==> config.mk <==
export PLATFORM = sky130hd
export DESIGN_NAME = mult8_host_driver
export DESIGN_NICKNAME = d
export VERILOG_FILES = /design/src/rtl/mult8_host_pkg.sv /design/src/rtl/mult8_host_driver.sv
export SDC_FILE = /design/constraint.sdc
export NUM_CORES = 1
export LEC_CHECK = 0
export ABC_AREA = 1
export BUFFER_PORTS_ARGS = -buffer_cell sky130_fd_sc_hd__clkbuf_2
export CELL_PAD_IN_SITES_DETAIL_PLACEMENT = 1
export CELL_PAD_IN_SITES_GLOBAL_PLACEMENT = 1
export CORE_ASPECT_RATIO = 1.25
export CORE_MARGIN = 2
export CORE_UTILIZATION = 44
export CTS_BUF_LIST = sky130_fd_sc_hd__clkbuf_8
export DETAILED_ROUTE_END_ITERATION = 7
export PLACE_DENSITY = 0.91
export SLEW_MARGIN = 40
export SYNTH_ARGS = -nofsm -noshare
export SYNTH_HDL_FRONTEND = slang
export SYNTH_SLANG_ARGS = --single-unit
==> constraint.sdc <==
create_clock -name clk -period 3.6 [get_ports clk]
set_input_delay 1.08 -clock clk [delete_from_list [all_inputs] [get_ports clk]]
set_output_delay 1.08 -clock clk [all_outputs]
set_load 0.1 [all_outputs]
==> src/rtl/mult8_host_pkg.sv <==
// mult8_host_pkg: types and constants shared by the mult8 host driver
// and any bench that drives or observes the multiplier tile pins.
//   host_state_t : driver sequencer states
//   UIO_*        : bit positions on the tile's uio_in / uio_out pins
//   max3()       : helper used to size the shared driver counter
package mult8_host_pkg;

  typedef enum logic [3:0] {
    S_INIT,
    S_IDLE,
    S_LOAD_A,
    S_GAP_A,
    S_LOAD_B,
    S_GAP_B,
    S_START,
    S_GAP_S,
    S_WAIT_DONE,
    S_RD_LO,
    S_RD_HI,
    S_RESP
  } host_state_t;

  localparam int UIO_LOAD_A  = 0;
  localparam int UIO_LOAD_B  = 1;
  localparam int UIO_START   = 2;
  localparam int UIO_OUT_SEL = 3;
  localparam int UIO_DONE    = 7;

  function automatic int max3(input int a, input int b, input int c);
    int m;
    m = (a > b) ? a : b;
    return (m > c) ? m : c;
  endfunction

endpackage

==> src/rtl/mult8_host_driver.sv <==
// mult8_host_driver: host-side sequencer for the 8x8 shift-add multiplier
// tile. Takes an (A, B) request, pulses load_A / load_B / start on the
// tile pins, polls done (with timeout), reads the product back a byte at
// a time through out_sel, and returns {hi, lo} on the response channel.
//
// Ports
//   clk, rst_n                    clock, async active-low reset
//   req_valid/req_ready           request handshake, operands req_a, req_b
//   rsp_valid/rsp_ready           response handshake
//   rsp_product, rsp_timeout      16-bit product / done-never-seen flag
//   tile_ena                      tile select (1 from first clock after reset)
//   tile_ui_in                    operand bus to the tile
//   tile_uio_in                   control pins (load_A, load_B, start, out_sel)
//   tile_uo_out                   tile result byte
//   tile_uio_out                  tile status (bit 7 = done)
//
// Every output is a register. Outputs are computed from the next state,
// so each pin changes on the same edge the FSM enters the state it
// belongs to.
module mult8_host_driver
  import mult8_host_pkg::*;
#(
  parameter int TIMEOUT_CYCLES = 50,
  parameter int READ_SETTLE    = 1,
  parameter int INIT_CYCLES    = 2
) (
  input  logic        clk,
  input  logic        rst_n,
  input  logic        req_valid,
  output logic        req_ready,
  input  logic [7:0]  req_a,
  input  logic [7:0]  req_b,
  output logic        rsp_valid,
  input  logic        rsp_ready,
  output logic [15:0] rsp_product,
  output logic        rsp_timeout,
  output logic        tile_ena,
  output logic [7:0]  tile_ui_in,
  output logic [7:0]  tile_uio_in,
  input  logic [7:0]  tile_uo_out,
  input  logic [7:0]  tile_uio_out
);

  localparam int CNT_MAX = max3(TIMEOUT_CYCLES, READ_SETTLE, INIT_CYCLES);
  localparam int CW      = $clog2(CNT_MAX + 1);

  localparam logic [CW-1:0] C_TIMEOUT = CW'(TIMEOUT_CYCLES);
  localparam logic [CW-1:0] C_INIT    = CW'(INIT_CYCLES);
  localparam logic [CW-1:0] C_RS_LAST = CW'(READ_SETTLE - 1);
  localparam logic [CW-1:0] C_ONE     = CW'(1);

  host_state_t r_state, w_nxt_state;
  logic [CW-1:0] r_cnt, w_nxt_cnt;
  logic [7:0]  r_a, r_b, r_lo;
  logic        w_accept, w_cap_lo, w_cap_hi, w_to_hit;
  logic [7:0]  w_nxt_uio;

  // Only the done bit of the status pins is meaningful.
  logic w_unused;
  assign w_unused = ^tile_uio_out[6:0];

  // Output registers
  logic        r_req_ready, r_rsp_valid, r_rsp_timeout, r_ena;
  logic [15:0] r_rsp_product;
  logic [7:0]  r_ui, r_uio;

  assign req_ready   = r_req_ready;
  assign rsp_valid   = r_rsp_valid;
  assign rsp_product = r_rsp_product;
  assign rsp_timeout = r_rsp_timeout;
  assign tile_ena    = r_ena;
  assign tile_ui_in  = r_ui;
  assign tile_uio_in = r_uio;

  // Next state. r_cnt is shared: init length, done-wait timeout, and the
  // out_sel settle time in both read states.
  always_comb begin
    w_nxt_state = r_state;
    w_nxt_cnt   = r_cnt;
    w_accept    = 1'b0;
    w_cap_lo    = 1'b0;
    w_cap_hi    = 1'b0;
    w_to_hit    = 1'b0;
    case (r_state)
      S_INIT: begin
        if (r_cnt == C_INIT) begin
          w_nxt_state = S_IDLE;
          w_nxt_cnt   = '0;
        end else begin
          w_nxt_cnt = r_cnt + C_ONE;
        end
      end
      S_IDLE: begin
        if (req_valid && r_req_ready) begin
          w_accept    = 1'b1;
          w_nxt_state = S_LOAD_A;
        end
      end
      S_LOAD_A: w_nxt_state = S_GAP_A;
      S_GAP_A:  w_nxt_state = S_LOAD_B;
      S_LOAD_B: w_nxt_state = S_GAP_B;
      S_GAP_B:  w_nxt_state = S_START;
      S_START:  w_nxt_state = S_GAP_S;
      S_GAP_S: begin
        w_nxt_state = S_WAIT_DONE;
        w_nxt_cnt   = '0;
      end
      S_WAIT_DONE: begin
        // Done wins over timeout in the same cycle.
        if (tile_uio_out[UIO_DONE]) begin
          w_nxt_state = S_RD_LO;
          w_nxt_cnt   = '0;
        end else if (r_cnt == C_TIMEOUT) begin
          w_to_hit    = 1'b1;
          w_nxt_state = S_RESP;
          w_nxt_cnt   = '0;
        end else begin
          w_nxt_cnt = r_cnt + C_ONE;
        end
      end
      S_RD_LO: begin
        if (r_cnt == C_RS_LAST) begin
          w_cap_lo    = 1'b1;
          w_nxt_state = S_RD_HI;
          w_nxt_cnt   = '0;
        end else begin
          w_nxt_cnt = r_cnt + C_ONE;
        end
      end
      S_RD_HI: begin
        if (r_cnt == C_RS_LAST) begin
          w_cap_hi    = 1'b1;
          w_nxt_state = S_RESP;
          w_nxt_cnt   = '0;
        end else begin
          w_nxt_cnt = r_cnt + C_ONE;
        end
      end
      S_RESP: begin
        if (rsp_ready) w_nxt_state = S_IDLE;
      end
      default: begin
        w_nxt_state = S_INIT;
        w_nxt_cnt   = '0;
      end
    endcase
  end

  // Control pin image for the state being entered.
  always_comb begin
    w_nxt_uio = '0;
    case (w_nxt_state)
      S_LOAD_A: w_nxt_uio[UIO_LOAD_A]  = 1'b1;
      S_LOAD_B: w_nxt_uio[UIO_LOAD_B]  = 1'b1;
      S_START:  w_nxt_uio[UIO_START]   = 1'b1;
      S_RD_HI:  w_nxt_uio[UIO_OUT_SEL] = 1'b1;
      default:  w_nxt_uio = '0;
    endcase
  end

  always_ff @(posedge clk or negedge rst_n) begin
    if (!rst_n) begin
      r_state       <= S_INIT;
      r_cnt         <= '0;
      r_a           <= '0;
      r_b           <= '0;
      r_lo          <= '0;
      r_req_ready   <= 1'b0;
      r_rsp_valid   <= 1'b0;
      r_rsp_product <= '0;
      r_rsp_timeout <= 1'b0;
      r_ena         <= 1'b0;
      r_ui          <= '0;
      r_uio         <= '0;
    end else begin
      r_state     <= w_nxt_state;
      r_cnt       <= w_nxt_cnt;
      r_ena       <= 1'b1;
      r_req_ready <= (w_nxt_state == S_IDLE);
      r_rsp_valid <= (w_nxt_state == S_RESP);
      r_uio       <= w_nxt_uio;

      if (w_accept) begin
        r_a <= req_a;
        r_b <= req_b;
      end

      // LOAD_A is only entered on the accept edge, so it takes the
      // operand straight from the request bus.
      case (w_nxt_state)
        S_LOAD_A:                           r_ui <= req_a;
        S_GAP_A:                            r_ui <= r_a;
        S_LOAD_B, S_GAP_B, S_START, S_GAP_S: r_ui <= r_b;
        default:                            r_ui <= r_ui;
      endcase

      if (w_cap_lo) r_lo <= tile_uo_out;
      if (w_cap_hi) begin
        r_rsp_product <= {tile_uo_out, r_lo};
        r_rsp_timeout <= 1'b0;
      end else if (w_to_hit) begin
        r_rsp_product <= '0;
        r_rsp_timeout <= 1'b1;
      end
    end
  end

endmodule

* After elaboration in Yosys (flattened, before gate mapping) *
Index checks and enable logic that the tools add are counted.

storage, ports and cells
  latch bits = 0
  memories kept = 0
  memory bits (read-only) = 0
  register bits after elaboration = 66
  logic and storage cells = 73
  RAM bits = 0

cells by class
  bitwise logic cells = 0
  div/mod/pow operators = 0
  multipliers = 0
  $lt $le $gt $ge = 0
  add/sub/neg operators = 1
  shift-type cells = 0
  multiplexer cells = 30
  reduce and logical (&&, ||, !) cells = 8
  equal/unequal tests = 22

operators by type and width
  operator             number
  $pmux 4 s12          1
  $eq 4x3->1 const B   8
  $mux 16              2
  $mux 4               7
  $eq 4x4->1 const B   6
  $mux 6               4
  $pmux 6 s4           1
  $pmux 8 s3           1
  $eq 4x2->1 const B   4
  $mux 1               14
  $eq 4x1->1 const B   2
  $reduce_or 7->1      1
  $add 6x1->6 const B  1
  $eq 6x2->1 const B   1
  $eq 6x6->1 const B   1
  $logic_not 6->1      1
  $logic_not 4->1      1
  $reduce_or 4->1      1
  $reduce_bool 3->1    1
  $reduce_bool 2->1    1
  $reduce_or 2->1      1
  $logic_and 1x1->1    1

* Longest topological paths before layout *
Gate-level depths: netlist of run 1.

  depth in word-level cells = 7
  gate-level depth with buffers = 10
  gate-level depth less buffers = 10

* Worst setup path before layout of run 1 *
OpenSTA, ideal clock, no wires.

  path type = register to output
  from = register r_req_ready, in the netlist req_ready
  to = output port req_ready
  cell stages (with the launch flop) = 1
  setup slack = 1.596 ns
  arrival = 0.924 ns
  buffers on the path = 0
  cells stage by stage = dfrtp_1

RTL lines
  what                    RTL line                  source
  start, declared         mult8_host_driver.sv:63   logic r_req_ready, r_rsp_valid, r_rsp_timeout, r_ena;
  start signal, assigned  mult8_host_driver.sv:179  r_req_ready <= (w_nxt_state == S_IDLE);
  end, declared           mult8_host_driver.sv:30   output logic req_ready,

No word-level cell between the ends.

* Worst setup path after layout of run 1 *
  from = register r_req_ready, in the netlist req_ready
  to = output port req_ready

No word-level cell between the ends.

==> results of run 1 <==
[registers in the layout, summed over array words and instances, names as in the netlist]
| name | count |
|---|---|
| r_state | 4 |
| r_lo | 8 |
| req_ready | 1 |
| tile_ena | 1 |
| r_cnt | 6 |
| tile_ui_in | 8 |
| r_a | 8 |
| rsp_timeout | 1 |
| rsp_product | 16 |
| r_b | 8 |
| tile_uio_in | 4 |
| rsp_valid | 1 |
[worst min path at each step]
stage | startpoint | to | slack (ns)
2_1_floorplan | r_b[0] | r_b[0] | 0.45
5_1_grt | tile_ui_in[5] | tile_ui_in[5] | 0.51
6_report | tile_ui_in[5] | tile_ui_in[5] | 0.49
4_1_cts | tile_ui_in[5] | tile_ui_in[5] | 0.49
3_5_place_dp | tile_ui_in[5] | tile_ui_in[5] | 0.47
3_3_place_gp | r_a[1] | r_a[1] | 0.46
[cells in the mapped netlist, drive strengths merged]
library cell	n
buf	13
conb	2
nor2	30
nand2	155
dfrtp	66
nand4	6
a21oi	6
nor3	1
clkinv	1
inv	33
nand3	38
o21ai	21
xor2	2
ha	3
a22oi	8
nand3b	1
[final cells by class]
cell class	instances	share of cell area (%)
Clock inverter	6	1.11
Sequential cell	66	44.5
Tap cell	90	3.03
Multi-Input combinational cell	276	35.0
Timing Repair Buffer	65	9.10
Clock buffer	10	3.71
Inverter	34	3.51
[cells in the final DEF (no fill, tap or decap), drive strengths merged]
| master | Yosys | routed |
|---|---|---|
| o21ai | 21 | 21 |
| inv | 33 | 34 |
| nand3b | 1 | 1 |
| a22oi | 8 | 8 |
| clkinvlp | 0 | 3 |
| xor2 | 2 | 2 |
| nor3 | 1 | 1 |
| buf | 13 | 6 |
| nor2 | 30 | 30 |
| clkbuf | 0 | 69 |
| nand2 | 155 | 155 |
| conb | 2 | 5 |
| clkinv | 1 | 3 |
| dfrtp | 66 | 66 |
| nand4 | 6 | 6 |
| ha | 3 | 3 |
| a21oi | 6 | 6 |
| nand3 | 38 | 38 |
[kinds of logic (layout without fill, tap and decap cells)]
| kind of cell | count (synthesis) | in the layout |
|---|---|---|
| and+or+nand+nor | 231 | 231 |
| DFF | 66 | 66 |
| AOI/OAI and AO/OA | 35 | 35 |
| xor gates and xnor gates | 2 | 2 |
| buffers and inverters | 47 | 115 |
| adders and majority gates | 3 | 3 |
| other | 2 | 5 |
[per-layer routing]
layer  routed length, microns  part of all wire [%]
met5                        0                     0
met2                     4570                    54
met1                     3360                    40
met4                      280                   3.3
met3                      285                   3.4
[per-stage QoR]
stage | utilization (%) | cells | cell area [sq um] | hold WS, ns
6_report | 53.5 | 547 | 3710 | 0.485
3_3_place_gp | 50.9 | 531 | 3530 | 0.463
3_5_place_dp | 50.9 | 531 | 3530 | 0.468
2_1_floorplan | - | 389 | 3160 | 0.450
4_1_cts | 53.5 | 547 | 3710 | 0.489
5_1_grt | 53.5 | 547 | 3710 | 0.514
==> run_results.csv, run 1 <==
group,metric,value,unit
outcome,status,"complete, no violations",
synthesis,ys_seq_area_share,52.4,%
critical_path,r2r_slack,1.53,ns
critical_path,startpoint_type,"register",
synthesis,yosys.cell_types.count,27,
drt,vias,2852,
synthesis,ys_top_cells_by_area,"dfrtp_1, nand2_1, nand3_1",
sta,fmax,437,MHz
synthesis,synth_mux_area_share,0,%
global_route,antenna_found_initial,0,
sta,finalCritPeriodShare,63.6,%
clocking,cts-root-buf,"clkbuf_8",
finish,n_antenna_cell,0,
placement,io_buffer_count,60,
sta,finalHoldViolations,0,
floorplanning,dieArea,7860,sq um
placement,hpwl,6.28,mm
sta,setup_violations,0,
worst_hold_path,hold_path.class,"register to register",
drt,wl_per_cell,15.5,microns
synthesis,syn-cell-area,3150,sq um
critical_path,worst-setup-path-type,"register to primary output",
drt,drcViolationCount,0,
clocking,clkTransAtPathRegs,0.07,ns
worst_hold_path,hold-path-cell-count,2,
synthesis,synth_top_area_cell,"dfrtp_1",
critical_path,reg2reg_to,"rsp_valid",
critical_path,critical_path.endpoint_type,"primary output",
floorplanning,io-pin-count,72,
clocking,htree_levels,3,
clocking,cts-resized-gates,0,
floorplanning,start_util,45.5,%
sta,max_slew.worst_pin.slew,0.587,ns
sta,drv_slew,0,
finish,drive_gt1_share,22.8,%
global_route,grt_use_met2,42.1,%
clocking,cts_hold_buf,0,
global_route,track_usage,23.8,%
sta,fin_crit,2.29,ns
finish,area_delta_synth_final,17.7,%
global_route,grt_max_degree,27,
critical_path,cp.required,2.52,ns
critical_path,cp_top_family,"buffers and inverters",
clocking,clock_latency,0.35,ns
critical_path,crit_path_start,"req_ready",
critical_path,crit_cells,1,
floorplanning,rows,34,
clocking,numCtsBuffers,9,
synthesis,synth_cells,386,
synthesis,synth_compound_area_share,6.19,%
synthesis,synth_top_cell_area_share,52.4,%
global_route,grt_pass1_vias,3134,
global_route,busiest_layer,"met2",
synthesis,ys_ff_latch,66,
critical_path,critPathBufInv,1,
clocking,cts_max_path_buffers,2,
global_route,use_met1,27.5,%
clocking,cts_num_sinks,66,
drt,dr.pass1.iters,4,
finish,n_fill_cell,902,
synthesis,synthAdderAreaFrac,1.19,%
synthesis,syn_area_per_cell,8.17,sq um
floorplanning,die_h,98.6,microns
sta,finClkSkew,0.00855,ns
global_route,overflow,0,
placement,gp_routability_congestion,0.904,
synthesis,yosys.area_share.simple,32.7,%
sta,grt_setup_unrepaired,"false",
drt,postRouteAntennaNets,0,
placement,detailedPlace.worstSlack,1.29,ns
global_route,met3_usage,4.95,%
critical_path,critPathSlowestCell,"clkbuf_2",
critical_path,ff2ff_path_depth,11,
clocking,cts_setup_buffers,0,
global_route,grt_pass1_wl,14.5,mm
clocking,cts_tree,"built",
finish,final_nets,491,
synthesis,synth_warnings,0,
sta,setup_tns,0,ns
drt,viasPerCell,5.21,
synthesis,synth_top_family_by_area,"simple AND/OR/NAND/NOR gates",
finish,final-seq-area,1650,sq um
floorplanning,die_w,79.7,microns
run,drv_cap,0,
critical_path,arrival,1.21,ns
drt,drt_iter0_markers,178,
sta,slew_headroom,60.9,%
finish,multi_input_area,1300,sq um
synthesis,synth-xor-area-share,0.556,%
drt,wirelength,8.50,mm
floorplanning,core,6930,sq um
critical_path,path_cells,"clkbuf_2",
critical_path,crit_fanout,3,
critical_path,reg2reg_from,"r_cnt[0]",
critical_path,cp-endpoint,"req_ready",
critical_path,critical-path-max-stage-delay,0.47,ns
sta,setup_ws,1.31,ns
Power of run 1 is not shown: default switching activity piles up to over one toggle a cycle in this logic, so the estimate is an artifact.
==> inputs of run 2 (changes only) <==
--- a/config.mk
+++ b/config.mk
@@ -11,10 +11,10 @@
 export CELL_PAD_IN_SITES_GLOBAL_PLACEMENT = 1
 export CORE_ASPECT_RATIO = 1.25
 export CORE_MARGIN = 2
-export CORE_UTILIZATION = 44
+export CORE_UTILIZATION = 37
 export CTS_BUF_LIST = sky130_fd_sc_hd__clkbuf_8
 export DETAILED_ROUTE_END_ITERATION = 7
-export PLACE_DENSITY = 0.91
+export PLACE_DENSITY = 0.82
 export SLEW_MARGIN = 40
 export SYNTH_ARGS = -nofsm -noshare
 export SYNTH_HDL_FRONTEND = slang
==> constraint.sdc (replaced) <==
create_clock -name clk -period 1.9 [get_ports clk]
set_input_delay 0.57 -clock clk [delete_from_list [all_inputs] [get_ports clk]]
set_output_delay 0.57 -clock clk [all_outputs]
set_load 0.1 [all_outputs]
==> run 2 against run 1 <==
Effect of this change: worst hold slack got worse by 0.28 ns; clock-buffer cell count increased by 1; critical endpoint unchanged; sequential cell count unchanged; clock skew about the same; worst setup slack worse by 1.2 ns; non-clock buffer count increased by 3; cell area grew 2.9%; register-to-register slack got worse by 1.4 ns; die area increased by 18%.
==> run_results.csv, run 2 (synthesized netlist as in run 1, its figures left out) <==
group,metric,value,unit
critical_path,critPathBufInv,1,
global_route,use_met1,22.4,%
drt,drt_iter0_markers,98,
drt,wl_per_cell,14.5,microns
placement,hpwl,5.91,mm
sta,max_slew.worst_pin.slew,0.549,ns
critical_path,cp.required,1.33,ns
critical_path,critical-path-max-stage-delay,0.49,ns
drt,dr.pass1.iters,4,
worst_hold_path,hold_path.class,"primary input to asynchronous set/reset pin",
finish,area_delta_synth_final,21.2,%
sta,finalHoldViolations,0,
clocking,numCtsBuffers,9,
floorplanning,start_util,38.2,%
drt,postRouteAntennaNets,0,
global_route,met3_usage,4.23,%
clocking,cts_num_sinks,66,
sta,slew_headroom,63.6,%
finish,final_nets,495,
global_route,antenna_found_initial,0,
global_route,track_usage,19.2,%
sta,drv_slew,0,
critical_path,path_cells,"clkbuf_2",
placement,gp_routability_congestion,0.847,
sta,setup_tns,0,ns
sta,finalCritPeriodShare,96.4,%
critical_path,worst-setup-path-type,"register to primary output",
floorplanning,die_w,86.6,microns
floorplanning,die_h,107,microns
global_route,overflow,0,
sta,finClkSkew,0.00887,ns
clocking,cts_max_path_buffers,2,
critical_path,cp_top_family,"buffers and inverters",
outcome,status,"complete, no violations",
clocking,htree_levels,3,
sta,fmax,546,MHz
clocking,clock_latency,0.35,ns
floorplanning,dieArea,9280,sq um
critical_path,crit_fanout,3,
clocking,cts_tree,"built",
clocking,cts-root-buf,"clkbuf_8",
finish,final_cell_mix,"nand2_1, dfrtp_1, clkbuf_2, nand3_1, inv_1",
critical_path,critPathSlowestCell,"clkbuf_2",
floorplanning,rows,37,
global_route,grt_max_degree,67,
drt,drcViolationCount,0,
clocking,cts_hold_buf,0,
global_route,busiest_layer,"met2",
sta,grt_setup_unrepaired,"false",
finish,drive_gt1_share,23.4,%
finish,n_antenna_cell,0,
critical_path,startpoint_type,"register",
finish,layout_commonest_cell,"nand2_1",
drt,viasPerCell,4.94,
drt,wirelength,8.09,mm
floorplanning,core,8240,sq um
global_route,grt_use_met2,32.5,%
drt,vias,2757,
floorplanning,io-pin-count,72,
global_route,grt_pass1_wl,13.8,mm
global_route,grt_pass1_vias,2911,
placement,io_buffer_count,60,
critical_path,arrival,1.26,ns
clocking,clkTransAtPathRegs,0.08,ns
sta,setup_violations,0,
finish,largest_reg_flops,16,
sta,fin_crit,1.83,ns
run,drv_cap,0,
critical_path,critical_path.endpoint_type,"primary output",
## run 2: changes by cell type in the layout (fill, tap and decap cells not counted)
cell | previous run | this run
buf_12 | 0 | 3
clkinv_2 | 2 | 0
nor2_2 | 4 | 5
bufinv_16 | 0 | 1
clkbuf_8 | 10 | 11
## run 2: path summary, 6_finish.rpt
check	cells past startpoint	startpoint	slack (ns)	endpoint
worst max-delay path	1	req_ready	0.07	req_ready
worst min-delay path	2	rst_n	0.21	rsp_product[6]
worst max register to register	7	r_cnt[2]	0.18	rsp_product[2]
worst min register to register	2	tile_ui_in[5]	0.49	tile_ui_in[5]
max in group asynchronous	2	rst_n	1.36	r_a[2]
min in group clk	3	req_b[1]	0.41	r_b[1]
## run 2: final cells by class
cell class              instances  area, sq um
repair buffers                 68          398
clock buffers                  11          151
multi-input cells             277         1310
inverters                      34          130
well taps                      97          121
fillers                      1042         4420
flip-flops and latches         66         1650
clock inverters                 5         61.3
## run 2: repair_timing
item,in CTS,in global routing
endpoints found under the hold margin,0,0
resized for setup,0,0
buffers inserted,0,0
setup endpoints to repair,0,7
## run 2: routing by layer
layer	part of all wire [%]	up-vias
li1	-	1354
met1	43	1330
met2	50	56
met3	3.3	17
met4	3.4	0
met5	0	-
## run 2: per-stage QoR
stage	setup slack (ns)	cell area, sq um	util, %	cells	hold slack (ns)
floorplan	0.0319	3160	-	389	0.274
global placement	0.203	3600	43.7	541	0.463
detailed placement	0.178	3600	43.7	541	0.471
CTS	0.0457	3810	46.3	557	0.233
global route	0.00436	3820	46.4	558	0.242
finish	0.0682	3820	46.4	558	0.208
Power of run 2 is left out for the same reason.
==> inputs of run 3 (changes only) <==
--- a/config.mk
+++ b/config.mk
@@ -5,16 +5,15 @@
 export SDC_FILE = /design/constraint.sdc
 export NUM_CORES = 1
 export LEC_CHECK = 0
-export ABC_AREA = 1
 export BUFFER_PORTS_ARGS = -buffer_cell sky130_fd_sc_hd__clkbuf_2
 export CELL_PAD_IN_SITES_DETAIL_PLACEMENT = 1
 export CELL_PAD_IN_SITES_GLOBAL_PLACEMENT = 1
 export CORE_ASPECT_RATIO = 1.25
 export CORE_MARGIN = 2
-export CORE_UTILIZATION = 37
+export CORE_UTILIZATION = 40
 export CTS_BUF_LIST = sky130_fd_sc_hd__clkbuf_8
 export DETAILED_ROUTE_END_ITERATION = 7
-export PLACE_DENSITY = 0.82
+export PLACE_DENSITY = 0.83
 export SLEW_MARGIN = 40
 export SYNTH_ARGS = -nofsm -noshare
 export SYNTH_HDL_FRONTEND = slang
==> run 3 against run 2 <==
Effect of this change: the run now ends with setup timing left; clock skew grew 0.0073 ns; utilization grew 9.0 points; sequential share of layout area down 4.8 points; worst hold slack gained 0.040 ns; final cell count down 14%; worst setup slack got worse by 0.23 ns; first-iteration DRC count rose by 42%; routed wire length grew 19%; critical path depth increased by 4; synthesized cell count decreased by 28%; fmax decreased by 11%; non-clock buffer count is 45 higher; critical path type is now register to register.
==> run_results.csv, run 3 <==
group,metric,value,unit
critical_path,critical_path.endpoint_type,"register",
synthesis,synth_cells,276,
pwr,power-per-cell-area,2110,nW/um^2
critical_path,cp.required,2.15,ns
drt,dr.pass1.iters,4,
synthesis,synth_warnings,0,
sta,setup_tns,-2.96,ns
critical_path,startpoint_type,"register",
placement,gp_routability_congestion,0.805,
critical_path,arrival,2.31,ns
clocking,clkTransAtPathRegs,0.08,ns
clocking,clock_latency,0.36,ns
synthesis,yosys.area_share.simple,13.2,%
finish,area_delta_synth_final,34.2,%
global_route,antenna_found_initial,0,
sta,setup_ws,-0.165,ns
placement,dpl_cell_area,3870,sq um
critical_path,critPathSlowestCell,"dfrtp_1",
synthesis,ys_seq_area_share,51.4,%
worst_hold_path,hold_path.class,"primary input to asynchronous set/reset pin",
critical_path,path_cells,"ha_4 -> or3b_4 -> o31a_1 -> or3_4 -> mux2_4",
sta,finalCritPeriodShare,109,%
sta,slew_headroom,53.0,%
placement,detailedPlace.worstSlack,-0.171,ns
synthesis,synth_mux_area_share,14.3,%
drt,viasPerCell,5.67,
global_route,grt_max_degree,26,
synthesis,async_flop_share,100,%
synthesis,synthAdderAreaFrac,1.17,%
synthesis,ys_ff_latch,66,
outcome,violations,"setup timing",
placement,io_buffer_count,60,
synthesis,synth_top_cell_area_share,51.4,%
drt,vias,2728,
synthesis,syn_area_per_cell,11.6,sq um
pwr,p_switching,4440,uW
sta,setup_violations,31,
placement,hpwl,6.38,mm
finish,finalNonFillerCells,481,
sta,finClkSkew,0.0161,ns
finish,final_cell_mix,"dfrtp_1, clkbuf_2, buf_4, mux2_2, a22o_1",
pwr,p_int,4660,uW
global_route,track_usage,21.8,%
critical_path,cp_top_family,"simple AND/OR/NAND/NOR gates",
global_route,grt_pass1_vias,2942,
floorplanning,die_w,84.1,microns
pwr,comb_power_share,58.1,%
pwr,p_clk_share,15.6,%
global_route,grt_pass1_wl,15.1,mm
drt,wirelength,9.66,mm
floorplanning,io-pin-count,72,
pwr,power,9110,uW
critical_path,critPathBufInv,0,
finish,fin_area,4310,sq um
drt,drcViolationCount,0,
pwr,leakage,0.00207,uW
run,drv_cap,0,
pwr,swShare,48.8,%
synthesis,ys.flop_type,"dfrtp_1",
clocking,cts-root-buf,"clkbuf_8",
finish,final_nets,420,
clocking,cts_hold_buf,0,
drt,postRouteAntennaNets,0,
floorplanning,start_util,41.2,%
clocking,cts_max_path_buffers,2,
floorplanning,die_h,104,microns
pwr,seqPwrFrac,26.2,%
drt,wl_per_cell,20.1,microns
synthesis,synth-xor-area-share,0.545,%
placement,dpl.cell_count,452,
global_route,overflow,0,
synthesis,synth_common_cells,"dfrtp_1, mux2_2, a22o_1, nand2_1, nand3b_1",
sta,grt_setup_unrepaired,"true",
critical_path,worst-setup-path-type,"register to register",
sta,drv_slew,0,
finish,n_antenna_cell,0,
synthesis,synth_top_area_cell,"dfrtp_1",
synthesis,yosys.cell_count.top_type,"dfrtp_1",
critical_path,ff2ff_path_depth,5,
critical_path,crit_cells,5,
clocking,cts_num_sinks,66,
synthesis,synth_compound_area_share,14.4,%
synthesis,ys_top_cells_by_area,"dfrtp_1, mux2_2, a22o_1",
sta,max_slew.worst_pin.slew,0.704,ns
critical_path,critical-path-max-stage-delay,0.47,ns
synthesis,syn-cell-area,3210,sq um
pwr,peakVddDrop,1.22,mV
finish,largest_reg_flops,16,
floorplanning,core,7790,sq um
clocking,cts_tree,"built",
synthesis,synth_top_family_by_area,"compound AO/OA/AOI/OAI gates",
clocking,numCtsBuffers,9,
clocking,htree_levels,3,
sta,finalHoldViolations,0,
finish,layout_commonest_cell,"dfrtp_1",
synthesis,yosys.cell_types.count,54,
drt,drt_iter0_markers,139,
outcome,status,"complete, but fails checks",
sta,fmax,484,MHz
floorplanning,rows,36,
sta,fin_crit,2.06,ns
synthesis,synth_edf_count,0,
floorplanning,dieArea,8770,sq um
critical_path,crit_fanout,5,
finish,drive_gt1_share,48.4,%
==> run 3: power groups by stage <==
stage,sequential [uW],combinational [uW],clock [uW]
after global routing,2450,5600,1500
after global placement,2330,4690,0
after floorplan,4040,1940,0
after CTS,2360,5040,1450
after detailed placement,2380,4880,0
final,2390,5300,1420
==> run 3: worst paths after layout <==
kind                            slack (ns)            from         endpoint
worst max-delay path                 -0.16        r_cnt[1]         r_cnt[0]
worst min-delay path                  0.25           rst_n         r_cnt[0]
max in group asynchronous             1.09           rst_n  rsp_product[14]
min in group clk                      0.44        req_b[4]           r_b[4]
worst min register to register        0.50  rsp_product[7]   rsp_product[7]
worst max register to register       -0.16        r_cnt[1]         r_cnt[0]
==> run 3: through the flow <==
stage	util, %	hold slack [ns]
3_3_place_gp	49.6	0.473
4_1_cts	53.4	0.256
5_1_grt	55.3	0.278
3_5_place_dp	49.6	0.483
6_report	55.3	0.248
2_1_floorplan	-	0.274
==> run 3: kinds of logic after synthesis <==
kind of cell	Yosys count
simple gates	72
flops	66
compound gates	59
mux	41
buf+inv	31
fa+ha+maj	3
other cells	2
xor+xnor	2
==> run 3: repair_timing <==
item / 4_1_cts / 5_1_grt
resized for setup: 8 / 16
buffers inserted: 4 / 8
endpoints found under the setup margin: 41 / 51
pin swaps: 4 / 5
gates cloned: 0 / 1
==> run 3: area by class of cell <==
| type | count | area (sq um) |
|---|---|---|
| Clock buffer | 9 | 124 |
| Inverter | 8 | 30.0 |
| Tap cell | 95 | 119 |
| Clock inverter | 7 | 110 |
| Fill cell | 861 | 3480 |
| Sequential cell | 66 | 1660 |
| Multi-Input combinational cell | 183 | 1530 |
| Timing Repair Buffer | 113 | 742 |
==> run 3: layer usage <==
layer	share of wire [%]	track usage [%]	routed length (microns)	up-vias
li1	-	-	-	1224
met1	40	26.4	3900	1411
met2	53	37.4	5160	72
met3	3.8	4.29	366	21
met4	2.5	9.33	239	0
met5	0	0	0	-
Power figures use the tool's default switching activity.
